## config.mk

```make
export PLATFORM = sky130hd
export DESIGN_NAME = seg_display_arbiter_flat
export DESIGN_NICKNAME = d
export VERILOG_FILES = /design/src/rtl/seg_display_arbiter_if.sv /design/src/rtl/seg_display_arbiter.sv /design/src/flat_wrapper.sv
export SDC_FILE = /design/constraint.sdc
export NUM_CORES = 1
export LEC_CHECK = 0
export BUFFER_PORTS_ARGS = -buffer_cell sky130_fd_sc_hd__buf_2
export CAP_MARGIN = 0
export CELL_PAD_IN_SITES_DETAIL_PLACEMENT = 0
export CELL_PAD_IN_SITES_GLOBAL_PLACEMENT = 1
export CORE_ASPECT_RATIO = 0.8
export CORE_UTILIZATION = 43
export CTS_CLUSTER_SIZE = 30
export DETAILED_ROUTE_END_ITERATION = 7
export PLACE_DENSITY = 0.94
export SLEW_MARGIN = 15
export SYNTH_ARGS = -nofsm -noshare
export SYNTH_HDL_FRONTEND = slang
export SYNTH_SLANG_ARGS = --single-unit
```

## constraint.sdc

```tcl
create_clock -name CLK -period 7.45 [get_ports CLK]
set_clock_uncertainty 0.15 [all_clocks]
set_input_delay 0.3725 -clock CLK [delete_from_list [all_inputs] [get_ports CLK]]
set_output_delay 0.3725 -clock CLK [all_outputs]
set_load 0.05 [all_outputs]
```

## src/rtl/seg_display_arbiter_if.sv

```systemverilog
// Bus between the requesters and the seven-segment display arbiter.
// master: requester side (drives req/data, observes grant and digits).
// slave:  arbiter side.
interface seg_display_arbiter_if;
  logic [2:0]  req;
  logic [15:0] data0;
  logic [15:0] data1;
  logic [15:0] data2;
  logic [2:0]  gnt;
  logic        busy;
  logic [3:0]  segData_1;
  logic [3:0]  segData_2;
  logic [3:0]  segData_3;
  logic [3:0]  segData_4;

  modport master (
    output req, data0, data1, data2,
    input  gnt, busy, segData_1, segData_2, segData_3, segData_4
  );

  modport slave (
    input  req, data0, data1, data2,
    output gnt, busy, segData_1, segData_2, segData_3, segData_4
  );
endinterface

```

## src/rtl/seg_display_arbiter.sv

```systemverilog
// seg_display_arbiter: shares one 4-digit seven-segment display between
// three requesters (0 = alarm/status, 1 = score, 2 = timer) with fixed
// priority (req[0] highest) and a minimum hold time per grant.
// Optional feature macro: SEG_DISPLAY_ARBITER_BLINK_EN -- when defined, a
// frozen message (owner released before expiry) blinks with half-period
// BLINK_CYCLES; otherwise it is shown steadily.
module seg_display_arbiter #(
  parameter int unsigned HOLD_CYCLES  = 12_500_000,
  parameter int unsigned HOLD_W       = 24,
  parameter int unsigned BLINK_CYCLES = 3_125_000
) (
  input  logic                  CLK,
  input  logic                  RST_N,
  seg_display_arbiter_if.slave  bus
);

  typedef enum logic {
    IDLE = 1'b0,
    SHOW = 1'b1
  } state_e;

  localparam logic [15:0]       BLANK_MSG = 16'hCCCC;
  localparam logic [HOLD_W-1:0] HOLD_LOAD = HOLD_W'(HOLD_CYCLES - 1);

  // Elaboration-time parameter sanity checks.
  if (HOLD_CYCLES < 1 || (64'd1 << HOLD_W) <= 64'(HOLD_CYCLES)) begin : g_bad_hold
    $error("seg_display_arbiter: HOLD_CYCLES must be >= 1 and fit in HOLD_W bits");
  end
  if (BLINK_CYCLES < 1) begin : g_bad_blink
    $error("seg_display_arbiter: BLINK_CYCLES must be >= 1");
  end

  state_e            state_q, state_d;
  logic [2:0]        gnt_q, gnt_d;
  logic              busy_q;
  logic [HOLD_W-1:0] hold_q, hold_d;
  logic [15:0]       msg_q, msg_d;

  logic [2:0]        win_oh;
  logic [15:0]       win_data;
  logic [15:0]       own_data;
  logic              owner_req;
  logic              hi_pending;
  logic [15:0]       disp_msg;

  // Fixed-priority winner: lowest asserted index.
  always_comb begin
    win_oh = 3'b000;
    if (bus.req[0])      win_oh = 3'b001;
    else if (bus.req[1]) win_oh = 3'b010;
    else if (bus.req[2]) win_oh = 3'b100;
  end

  // Message of the winner and of the current owner.
  always_comb begin
    case (win_oh)
      3'b010:  win_data = bus.data1;
      3'b100:  win_data = bus.data2;
      default: win_data = bus.data0;
    endcase
    case (gnt_q)
      3'b010:  own_data = bus.data1;
      3'b100:  own_data = bus.data2;
      default: own_data = bus.data0;
    endcase
  end

  assign owner_req  = |(bus.req & gnt_q);
  // For a one-hot grant, gnt_q - 1 masks exactly the higher-priority indices.
  assign hi_pending = |(bus.req & (gnt_q - 3'd1));

  // Next-state, grant, hold counter and message register.
  // NOTE: every signal assigned here gets a default first, so no path leaves
  // a value unassigned and no latch is inferred.
  always_comb begin
    state_d = state_q;
    gnt_d   = gnt_q;
    hold_d  = hold_q;
    msg_d   = msg_q;
    case (state_q)
      IDLE: begin
        msg_d = BLANK_MSG;
        if (|bus.req) begin
          state_d = SHOW;
          gnt_d   = win_oh;
          msg_d   = win_data;
          hold_d  = HOLD_LOAD;
        end
      end
      SHOW: begin
        if (hold_q != '0) begin
          // Hold window: no preemption, live update while the owner requests.
          hold_d = hold_q - HOLD_W'(1);
          if (owner_req) msg_d = own_data;
        end else if (hi_pending || (!owner_req && |bus.req)) begin
          // Direct owner-to-owner switch, no IDLE cycle in between.
          gnt_d  = win_oh;
          msg_d  = win_data;
          hold_d = HOLD_LOAD;
        end else if (owner_req) begin
          // Keep the grant; counter saturates at 0 so preemption is
          // re-evaluated every cycle.
          msg_d = own_data;
        end else begin
          state_d = IDLE;
          gnt_d   = 3'b000;
          msg_d   = BLANK_MSG;
          hold_d  = '0;
        end
      end
      default: begin
        state_d = IDLE;
        gnt_d   = 3'b000;
        msg_d   = BLANK_MSG;
        hold_d  = '0;
      end
    endcase
  end

  // State, grant, busy, hold counter and message registers.
  // NOTE: sequential state uses non-blocking assignments only, and every
  // register has an asynchronous reset value so the display blanks at once.
  always_ff @(posedge CLK or negedge RST_N) begin
    if (!RST_N) begin
      state_q <= IDLE;
      gnt_q   <= 3'b000;
      busy_q  <= 1'b0;
      hold_q  <= '0;
      msg_q   <= BLANK_MSG;
    end else begin
      state_q <= state_d;
      gnt_q   <= gnt_d;
      busy_q  <= |gnt_d;
      hold_q  <= hold_d;
      msg_q   <= msg_d;
    end
  end

`ifdef SEG_DISPLAY_ARBITER_BLINK_EN
  localparam int unsigned BLINK_W = (BLINK_CYCLES > 1) ? $clog2(BLINK_CYCLES) : 1;

  logic [BLINK_W-1:0] blink_cnt_q, blink_cnt_d;
  logic               blink_off_q, blink_off_d;
  logic               frozen;

  assign frozen = (state_q == SHOW) && !owner_req && (hold_q != '0);

  // Blink phase: restarts "shown" whenever the message is not frozen or
  // the grant changes, then toggles every BLINK_CYCLES.
  always_comb begin
    blink_cnt_d = blink_cnt_q;
    blink_off_d = blink_off_q;
    if (!frozen || (gnt_d != gnt_q)) begin
      blink_cnt_d = '0;
      blink_off_d = 1'b0;
    end else if (blink_cnt_q == BLINK_W'(BLINK_CYCLES - 1)) begin
      blink_cnt_d = '0;
      blink_off_d = !blink_off_q;
    end else begin
      blink_cnt_d = blink_cnt_q + BLINK_W'(1);
    end
  end

  // Blink counter and phase registers.
  always_ff @(posedge CLK or negedge RST_N) begin
    if (!RST_N) begin
      blink_cnt_q <= '0;
      blink_off_q <= 1'b0;
    end else begin
      blink_cnt_q <= blink_cnt_d;
      blink_off_q <= blink_off_d;
    end
  end

  assign disp_msg = (blink_off_q && frozen) ? BLANK_MSG : msg_q;
`else
  assign disp_msg = msg_q;
`endif

  // Codes 14 and 15 are not valid glyphs on this display; show them blank.
  function automatic logic [3:0] glyph(input logic [3:0] code);
    return (code >= 4'd14) ? 4'd12 : code;
  endfunction

  assign bus.gnt       = gnt_q;
  assign bus.busy      = busy_q;
  assign bus.segData_1 = glyph(disp_msg[3:0]);
  assign bus.segData_2 = glyph(disp_msg[7:4]);
  assign bus.segData_3 = glyph(disp_msg[11:8]);
  assign bus.segData_4 = glyph(disp_msg[15:12]);

endmodule
```

## src/flat_wrapper.sv

```systemverilog
// flat-port wrapper written by rule: the top's interface ports become plain ports
module seg_display_arbiter_flat 
#(
  parameter int unsigned HOLD_CYCLES  = 12_500_000,
  parameter int unsigned HOLD_W       = 24,
  parameter int unsigned BLINK_CYCLES = 3_125_000
)
  (CLK, RST_N, bus_req, bus_data0, bus_data1, bus_data2, bus_gnt, bus_busy, bus_segData_1, bus_segData_2, bus_segData_3, bus_segData_4);
  seg_display_arbiter_if bus_i ();
  input  logic CLK;
  input  logic RST_N;
  input wire logic [$bits(bus_i.req)-1:0] bus_req;
  input wire logic [$bits(bus_i.data0)-1:0] bus_data0;
  input wire logic [$bits(bus_i.data1)-1:0] bus_data1;
  input wire logic [$bits(bus_i.data2)-1:0] bus_data2;
  output wire logic [$bits(bus_i.gnt)-1:0] bus_gnt;
  output wire logic [$bits(bus_i.busy)-1:0] bus_busy;
  output wire logic [$bits(bus_i.segData_1)-1:0] bus_segData_1;
  output wire logic [$bits(bus_i.segData_2)-1:0] bus_segData_2;
  output wire logic [$bits(bus_i.segData_3)-1:0] bus_segData_3;
  output wire logic [$bits(bus_i.segData_4)-1:0] bus_segData_4;
  assign bus_i.req = bus_req;
  assign bus_i.data0 = bus_data0;
  assign bus_i.data1 = bus_data1;
  assign bus_i.data2 = bus_data2;
  assign bus_gnt = bus_i.gnt;
  assign bus_busy = bus_i.busy;
  assign bus_segData_1 = bus_i.segData_1;
  assign bus_segData_2 = bus_i.segData_2;
  assign bus_segData_3 = bus_i.segData_3;
  assign bus_segData_4 = bus_i.segData_4;
  seg_display_arbiter #(.HOLD_CYCLES(HOLD_CYCLES), .HOLD_W(HOLD_W), .BLINK_CYCLES(BLINK_CYCLES)) u_core (.CLK(CLK), .RST_N(RST_N), .bus(bus_i));
endmodule
```

# Word level (Yosys, flattened, before mapping)
# Index checks and enable logic that the tools add are counted.
# word_totals
out_inout_bits	20
regBits	45
# classes
muxes	30
n_addsub	2
bitwise_logic	3
reduce_logical	9
eq_ne	7
order_cmp	4
# op_table
cell	n
$mux W24	4
$pmux W16 S2	3
$mux W16	5
$pmux W24 S2	1
$reduce_bool A24 Y1	1
$sub A24 B1 Y24 const B	1
$mux W3	7
$ge A4 B4 Y1 const B	4
$mux W4	4
$reduce_or A3 Y1	4
$and A3 B3 Y3	2
$eq A3 B2 Y1 const B	2
$eq A3 B3 Y1 const B	2
$pmux W3 S2	1
$mux W1	4
$ne A4 B4 Y1 const B	1
$ne A3 B3 Y1 const B	1
$sub A3 B1 Y3 const B	1
$ne A2 B1 Y1 const B	1
$pmux W1 S2	1
$reduce_and A2 Y1	1
$logic_and A1 B1 Y1	1
$logic_not A1 Y1	1
$logic_or A1 B1 Y1	1
$not A1 Y1	1

# Logic depth before layout (Yosys ltp)
# Gate-level depths: netlist of run 1.
# depth
depth_word	9
ltp_mapped	10
depth_no_buf	7

# Worst setup path before layout of run 1
# OpenSTA, ideal clock, no wires.
# synth_path
kind	reg2reg
startpoint	register u_core.gnt_q[0], in the netlist u_core.bus.gnt[0]
endpoint	register u_core.hold_q[15]
n_path_buf	2
path_stages_with_launch	10
slack_ns	4.610
synth_period_minus_slack_ns	2.840
arrival_time_ns	2.569
path_cell_list	dfrtp_1 inv_1 ha_1 xor2_1 a2111o_2 nor4_4 buf_6 buf_4 a211oi_1 o22a_1
# synth_between
elab_chain_cells	8
# synth_lines
item	line	text
start, declared	seg_display_arbiter.sv:34	logic [2:0] gnt_q, gnt_d;
start signal, assigned	seg_display_arbiter.sv:132	gnt_q <= gnt_d;
parallel branches: the longest is 8 deep, another holds $sub A3 B1 Y3	n/a	
end signal, assigned	seg_display_arbiter.sv:134	hold_q <= hold_d;
end, declared	seg_display_arbiter.sv:36	logic [HOLD_W-1:0] hold_q, hold_d;
# Several ways; the timed one is not identified.
# A chain may end at the register's enable or synchronous reset.

# Worst setup path in the final report of run 1
# layout_path
startpoint	register u_core.gnt_q[0], in the netlist u_core.bus.gnt[0]
endpoint	register u_core.hold_q[4]
# The elaborated chain is that of the path after synthesis.

==> results_dict.tcl, run 1 <==
set metrics [dict create \
    start_util_pct 45.7 \
    grt_max_degree 46 \
    nets 510 \
    clockBufferDepth 2 \
    ys_seq_elements 45 \
    pwr-share-seq_pct 50.0 \
    grt-ovfl-total 0 \
    syn_area_um2 3470 \
    cap_violations 0 \
    critPathSlowestCell "nor4_4" \
    drive_gt1_share_pct 23.8 \
    dr.pass1.iters 5 \
    fin_util_pct 51.5 \
    yosysSeqAreaShare_pct 32.7 \
    cts_tree "done" \
    synth_flop_cell "dfrtp_1" \
    finalHoldViolCount 0 \
    cp-start-kind "flip-flop" \
    cts_htree_levels 2 \
    p_comb_share_pct 22.8 \
    ir_worst_vdd_mv 0.0739 \
    slew_violations 0 \
    async_flop_share_pct 100 \
    crit_chain "inv_1, ha_1, xor2_1, a2111o_2, nor4_4, nor2_1, o221a_2" \
    ys_warn_count 0 \
    grt_busiest_layer "met1" \
    clkTransAtPathRegs_ps 80 \
    syn_area_per_cell_um2 8.49 \
    yosys-top-cells-area "dfrtp_1 (27%), a21oi_1 (6.9%), dfstp_2 (6.1%), a22o_1 (3.5%), clkbuf_1 (2.8%)" \
    critPathCaptureType "flip-flop" \
    timing.rr.start "u_core.bus.gnt[0]$_DFF_PN0_" \
    met1_usage_pct 37.0 \
    rr_worst_depth 7 \
    antenna_found_initial 0 \
    grt_pass1_vias 3063 \
    core_area_um2 7600 \
    numClockSinks 45 \
    drt_iter0_drc 225 \
    synth.top_cell.area_share_pct 26.7 \
    drc 0 \
    reg2reg_to "u_core.hold_q[4]$_DFFE_PN0P_" \
    antenna_cells 0 \
    status "finished clean" \
    layout_commonest_cell "buf_2" \
    crit_required_ps 7490 \
    vias_per_cell 6.29 \
    ant_nets 0 \
    insertion_delay_ps 300 \
    min_path_type "primary input to async pin" \
    drt_wl_total_um 9950 \
    path_max_fanout 21 \
    cp.arrival_ps 3260 \
    postCtsSetupBuffers 0 \
    worstSetupPathType "flip-flop to flip-flop" \
    p_leak_nw 1.64 \
    p_int_mw 0.392 \
    clock.fmax_ghz 0.311 \
    grt_use_met3_pct 4.46 \
    cts-root-buf "clkbuf_8" \
    num_vias 3514 \
    fp.dieH_um 82.4 \
    critical-path-top-delay-family "simple AND/OR/NAND/NOR gates" \
    cts_buffers 5 \
    swShare_pct 33.5 \
    die_area_um2 8440 \
    slew_headroom_pct 27.9 \
    rrSetupSlack_ps 4230 \
    die_w_um 102 \
    io_buffers 72 \
    synth_edf_count 0 \
    fin_crit_ps 3220 \
    grt_setup_unrepaired "no" \
    fill_cells 721 \
    final_cell_mix "buf_2 (72), a21oi_1 (48), dfrtp_1 (37), inv_1 (25), nor2_1 (24)" \
    synth.distinct_cells 65 \
    cp_num_buf_inv 1 \
    worst_slew_pin_slew_ps 1080 \
    clockPowerShare_pct 27.2 \
    rows 28 \
    wire_per_inst_um 17.8 \
    syn_nets 466 \
    switching_power_mw 0.198 \
    synth_top_cell_by_area "dfrtp_1" \
    setup_viol 0 \
    ctsResizeCount 0 \
    synth_cells 409 \
    crit_path_max_incr_delay_ps 890 \
    ios 73 \
    setup_tns_ps 0 \
    grtUsageMet2_pct 34.3 \
    grt_usage_pct 24.2 \
    areaGrowthSynthToFinish_pct 12.8 \
    dp_hpwl_um 7100 \
    power.density_nw_per_um2 151 \
    place_congestion 0.835 \
    finalCritPeriodShare_pct 43.2 \
    grt_pass1_wl_um 15600 \
    holdBufCountCts 0 \
]
-- how the worst max path moves through the flow --
stage	startpoint	endpoint	slack, ps	cells after the start
finish	u_core.bus.gnt[0]$_DFF_PN0_	u_core.hold_q[4]$_DFFE_PN0P_	4230	7
global route	u_core.bus.gnt[0]$_DFF_PN0_	u_core.hold_q[3]$_DFFE_PN0P_	3980	7
CTS	u_core.bus.gnt[0]$_DFF_PN0_	u_core.hold_q[4]$_DFFE_PN0P_	4240	7
detailed placement	bus_req[0]	u_core.hold_q[4]$_DFFE_PN0P_	4140	6
global placement	bus_req[0]	u_core.hold_q[4]$_DFFE_PN0P_	4280	6
floorplan	u_core.bus.gnt[0]$_DFF_PN0_	u_core.hold_q[15]$_DFFE_PN0P_	4610	9
-- flip-flops by register name, indices dropped and copies added (netlist names) --
register	cells
u_core.hold_q	24
u_core.disp_msg	16
u_core.bus.gnt	3
u_core.bus.busy	1
u_core.state_q	1
-- stage by stage --
step | area, um2 | hold WS, ps | cells | setup slack, ps | power (mW)
after floorplan | 3470 | -73.1 | 409 | 4610 | 0.388
after global placement | 3820 | 346 | 551 | 4280 | 0.431
after detailed placement | 3820 | 347 | 551 | 4140 | 0.433
after CTS | 3910 | 129 | 559 | 4240 | 0.593
after global routing | 3920 | 185 | 559 | 3980 | 0.619
final | 3920 | 98.9 | 559 | 4230 | 0.590
-- cells in the mapped netlist, drive strengths merged (2+ instances only) --
cell      n
a2bb2oi   2
or3      10
a2111o    2
or4      11
nor2     24
nor2b     4
or2       2
mux2i     6
o31ai     7
nand3    15
ha        4
a22oi     2
o221a     4
o211a     9
and3      3
nor4      7
nor3b     2
a21o      2
o22ai     3
a221oi   10
dfrtp    37
o211ai    7
clkbuf   26
nand4     6
buf      12
a31oi     7
a211oi    9
a22o     14
dfstp     8
a21boi    4
o21ai    17
a21oi    48
inv      25
nand2    17
and4      2
nor3     15
o22a     10
-- power groups by stage --
| stage | Sequential, mW | Combinational (mW) | Clock (mW) |
|---|---|---|---|
| floorplan | 0.292 | 0.0959 | 0 |
| global placement | 0.299 | 0.132 | 0 |
| detailed placement | 0.299 | 0.134 | 0 |
| CTS | 0.295 | 0.135 | 0.163 |
| global route | 0.300 | 0.147 | 0.172 |
| finish | 0.295 | 0.135 | 0.160 |
-- layout make-up --
class	count	area, um2	area share, %
inverter	26	97.6	2.49
clock buffer	8	90.1	2.30
multi-input combinational	300	2080	53.1
timing repair buffer	75	383	9.78
sequential	45	1140	29.0
tap	105	131	3.35
-- per-layer routing --
| metal | part of all wire [%] | wire (um) |
|---|---|---|
| met1 | 48 | 4750 |
| met2 | 43 | 4330 |
| met3 | 7.6 | 755 |
| met4 | 1.2 | 121 |
| met5 | 0 | 0 |
-- cells by family after synthesis --
kind of cell	share of synthesized area (%)
AO/OA/AOI/OAI	34.5
AND/OR/NAND/NOR	21.4
buffers and inverters	7.71
flip-flops	32.7
multiplexers	2.05
adder cells (fa/ha/maj)	1.44
XOR/XNOR	0.252
Power figures use the tool's default switching activity.
==> inputs of run 2 (changes only) <==
- CORE_UTILIZATION: 43 -> 37
- PLACE_DENSITY: 0.94 -> 0.87
- clock period: 7.45 -> 2.85 ns (I/O delays scaled with it)
==> run 2 against run 1 <==
Effect of this change:
- global-route usage shrank 2.3 points
- via count grew 3.1%
- core utilization shrank 5.4 points
- clock power grew to 3.7 times the previous value
- count of clock-buffer cells in the layout is the same
- sequential share of layout area shrank 1.9 points
==> results_dict.tcl, run 2 (synthesis results as in run 1) <==
set metrics [dict create \
    crit_required_ps 2930 \
    die_area_um2 9780 \
    reg2reg_to "u_core.hold_q[15]$_DFFE_PN0P_" \
    ant_nets 0 \
    finalCritPeriodShare_pct 93.6 \
    power.density_nw_per_um2 415 \
    drt_iter0_drc 394 \
    wire_per_inst_um 17.8 \
    clockPowerShare_pct 34.6 \
    cap_violations 0 \
    swShare_pct 31.5 \
    regMostFlops "u_core.hold_q" \
    switching_power_mw 0.547 \
    dr.pass1.iters 5 \
    die_w_um 110 \
    critPathSlowestCell "and3_1" \
    pwr-share-seq_pct 44.6 \
    holdPathStages 3 \
    min_to "u_core.disp_msg[15]$_DFFE_PN1P_" \
    clockBufferDepth 2 \
    final_cell_mix "buf_2 (71), a21oi_1 (48), dfrtp_1 (37), buf_4 (27), inv_1 (25)" \
    largest_reg_flops 24 \
    min_path_type "primary input to flip-flop" \
    setup_tns_ps 0 \
    grt_pass1_vias 3147 \
    cts_tree "done" \
    ios 73 \
    place_congestion 0.914 \
    p_int_mw 1.19 \
    slew_headroom_pct 41.6 \
    drive_gt1_share_pct 27.8 \
    start_util_pct 38.3 \
    fin_util_pct 46.1 \
    whs_ps 39.8 \
    critPathCaptureType "flip-flop" \
    fill_cells 890 \
    cts-root-buf "clkbuf_16" \
    cp-start-kind "flip-flop" \
    min_from "bus_data0[15]" \
    finalHoldViolCount 0 \
    ir_worst_vdd_mv 0.271 \
    fin_crit_ps 2670 \
    antenna_cells 0 \
    rrSetupSlack_ps 180 \
    p_comb_share_pct 20.8 \
    nets 535 \
    io_buffers 72 \
    crit_chain "inv_1, ha_1, nor3b_2, and3_1, a31oi_1, a211oi_1, o22a_1" \
    clkTransAtPathRegs_ps 60 \
    layout_commonest_cell "buf_2" \
    drc 0 \
    worst_slew_pin_slew_ps 872 \
    grt_max_degree 46 \
    grt_pass1_wl_um 16500 \
    rr_worst_depth 7 \
    num_vias 3623 \
    worstSetupPathType "flip-flop to flip-flop" \
    cts_buffers 5 \
    core_area_um2 9080 \
    insertion_delay_ps 290 \
    critical-path-top-delay-family "compound AO/OA/AOI/OAI gates" \
    cts_htree_levels 2 \
    dp_hpwl_um 7680 \
    grt_setup_unrepaired "no" \
    timing.rr.start "u_core.hold_q[0]$_DFFE_PN0P_" \
    numClockSinks 45 \
    grt-ovfl-total 0 \
    crit_path_max_incr_delay_ps 430 \
    areaGrowthSynthToFinish_pct 20.5 \
    status "finished clean" \
    vias_per_cell 6.10 \
    path_max_fanout 9 \
    fp.dieH_um 88.7 \
    antenna_found_initial 0 \
    cp_num_buf_inv 1 \
    rows 31 \
    cp.arrival_ps 2750 \
    slew_violations 0 \
    setup_viol 0 \
    p_leak_nw 1.79 \
    ctsResizeCount 0 \
    drt_wl_total_um 10600 \
    clock.fmax_ghz 0.375 \
    grt_usage_pct 21.9 \
]
[run 2: changes by cell type in the layout (fill, tap and decap cells not counted), sizes merged]
cell,change
dlygate4sd3,+1
buf,+24
[run 2: routing by layer]
layer	part of all wire, %	up-vias	track usage [%]
met2	44	166	31.3
met5	0	-	0
met3	7.6	11	3.61
met4	0.77	0	4.31
li1	-	1719	-
met1	48	1727	34.1
[run 2: worst register-to-register path, stage by stage, from the launching register on]
cell      delay [ps]
dfrtp_1          390
inv_1            100
ha_1             180
nor3b_2          370
and3_1           430
a31oi_1          390
a211oi_1         400
o22a_1           200
[run 2: power groups by stage]
stage          Combinational [mW]  Clock (mW)  Sequential, mW
4_1_cts                     0.361       0.610           0.773
3_3_place_gp                0.352           0           0.781
6_report                    0.361       0.600           0.774
5_1_grt                     0.394       0.637           0.784
3_5_place_dp                0.361           0           0.782
2_1_floorplan               0.251           0           0.764
[run 2: cell type report]
class                           count  area (um2)  area share, %
Tap cell                          115         144           3.44
Timing Repair Buffer              100         588           14.1
Inverter                           26        97.6           2.33
Sequential cell                    45        1140           27.2
Multi-Input combinational cell    300        2070           49.5
Clock buffer                        8         146           3.50
[run 2: per-stage QoR]
stage	power, mW	cells	worst slack (ps)	cell area (um2)
2_1_floorplan	1.01	409	9.83	3470
3_3_place_gp	1.13	582	252	3990
3_5_place_dp	1.14	582	85.3	3990
4_1_cts	1.74	591	58.5	4140
5_1_grt	1.82	594	14.8	4180
6_report	1.74	594	182	4180
[run 2: timing repair]
action,4_1_cts,5_1_grt
buffers inserted,0,3
hold buffers,1,0
endpoints found under the setup margin,0,8
endpoints found under the hold margin,37,0
[run 2: worst max path at each step]
stage / start / to / slack [ps] / depth (start not counted)
2_1_floorplan: u_core.bus.gnt[0]$_DFF_PN0_ / u_core.hold_q[15]$_DFFE_PN0P_ / 10 / 9
3_3_place_gp: u_core.hold_q[0]$_DFFE_PN0P_ / u_core.disp_msg[4]$_DFFE_PN0P_ / 250 / 8
3_5_place_dp: u_core.hold_q[0]$_DFFE_PN0P_ / u_core.disp_msg[8]$_DFFE_PN0P_ / 90 / 8
4_1_cts: u_core.hold_q[0]$_DFFE_PN0P_ / u_core.disp_msg[8]$_DFFE_PN0P_ / 60 / 8
5_1_grt: u_core.hold_q[0]$_DFFE_PN0P_ / u_core.hold_q[15]$_DFFE_PN0P_ / 10 / 7
6_report: u_core.hold_q[0]$_DFFE_PN0P_ / u_core.hold_q[15]$_DFFE_PN0P_ / 180 / 7
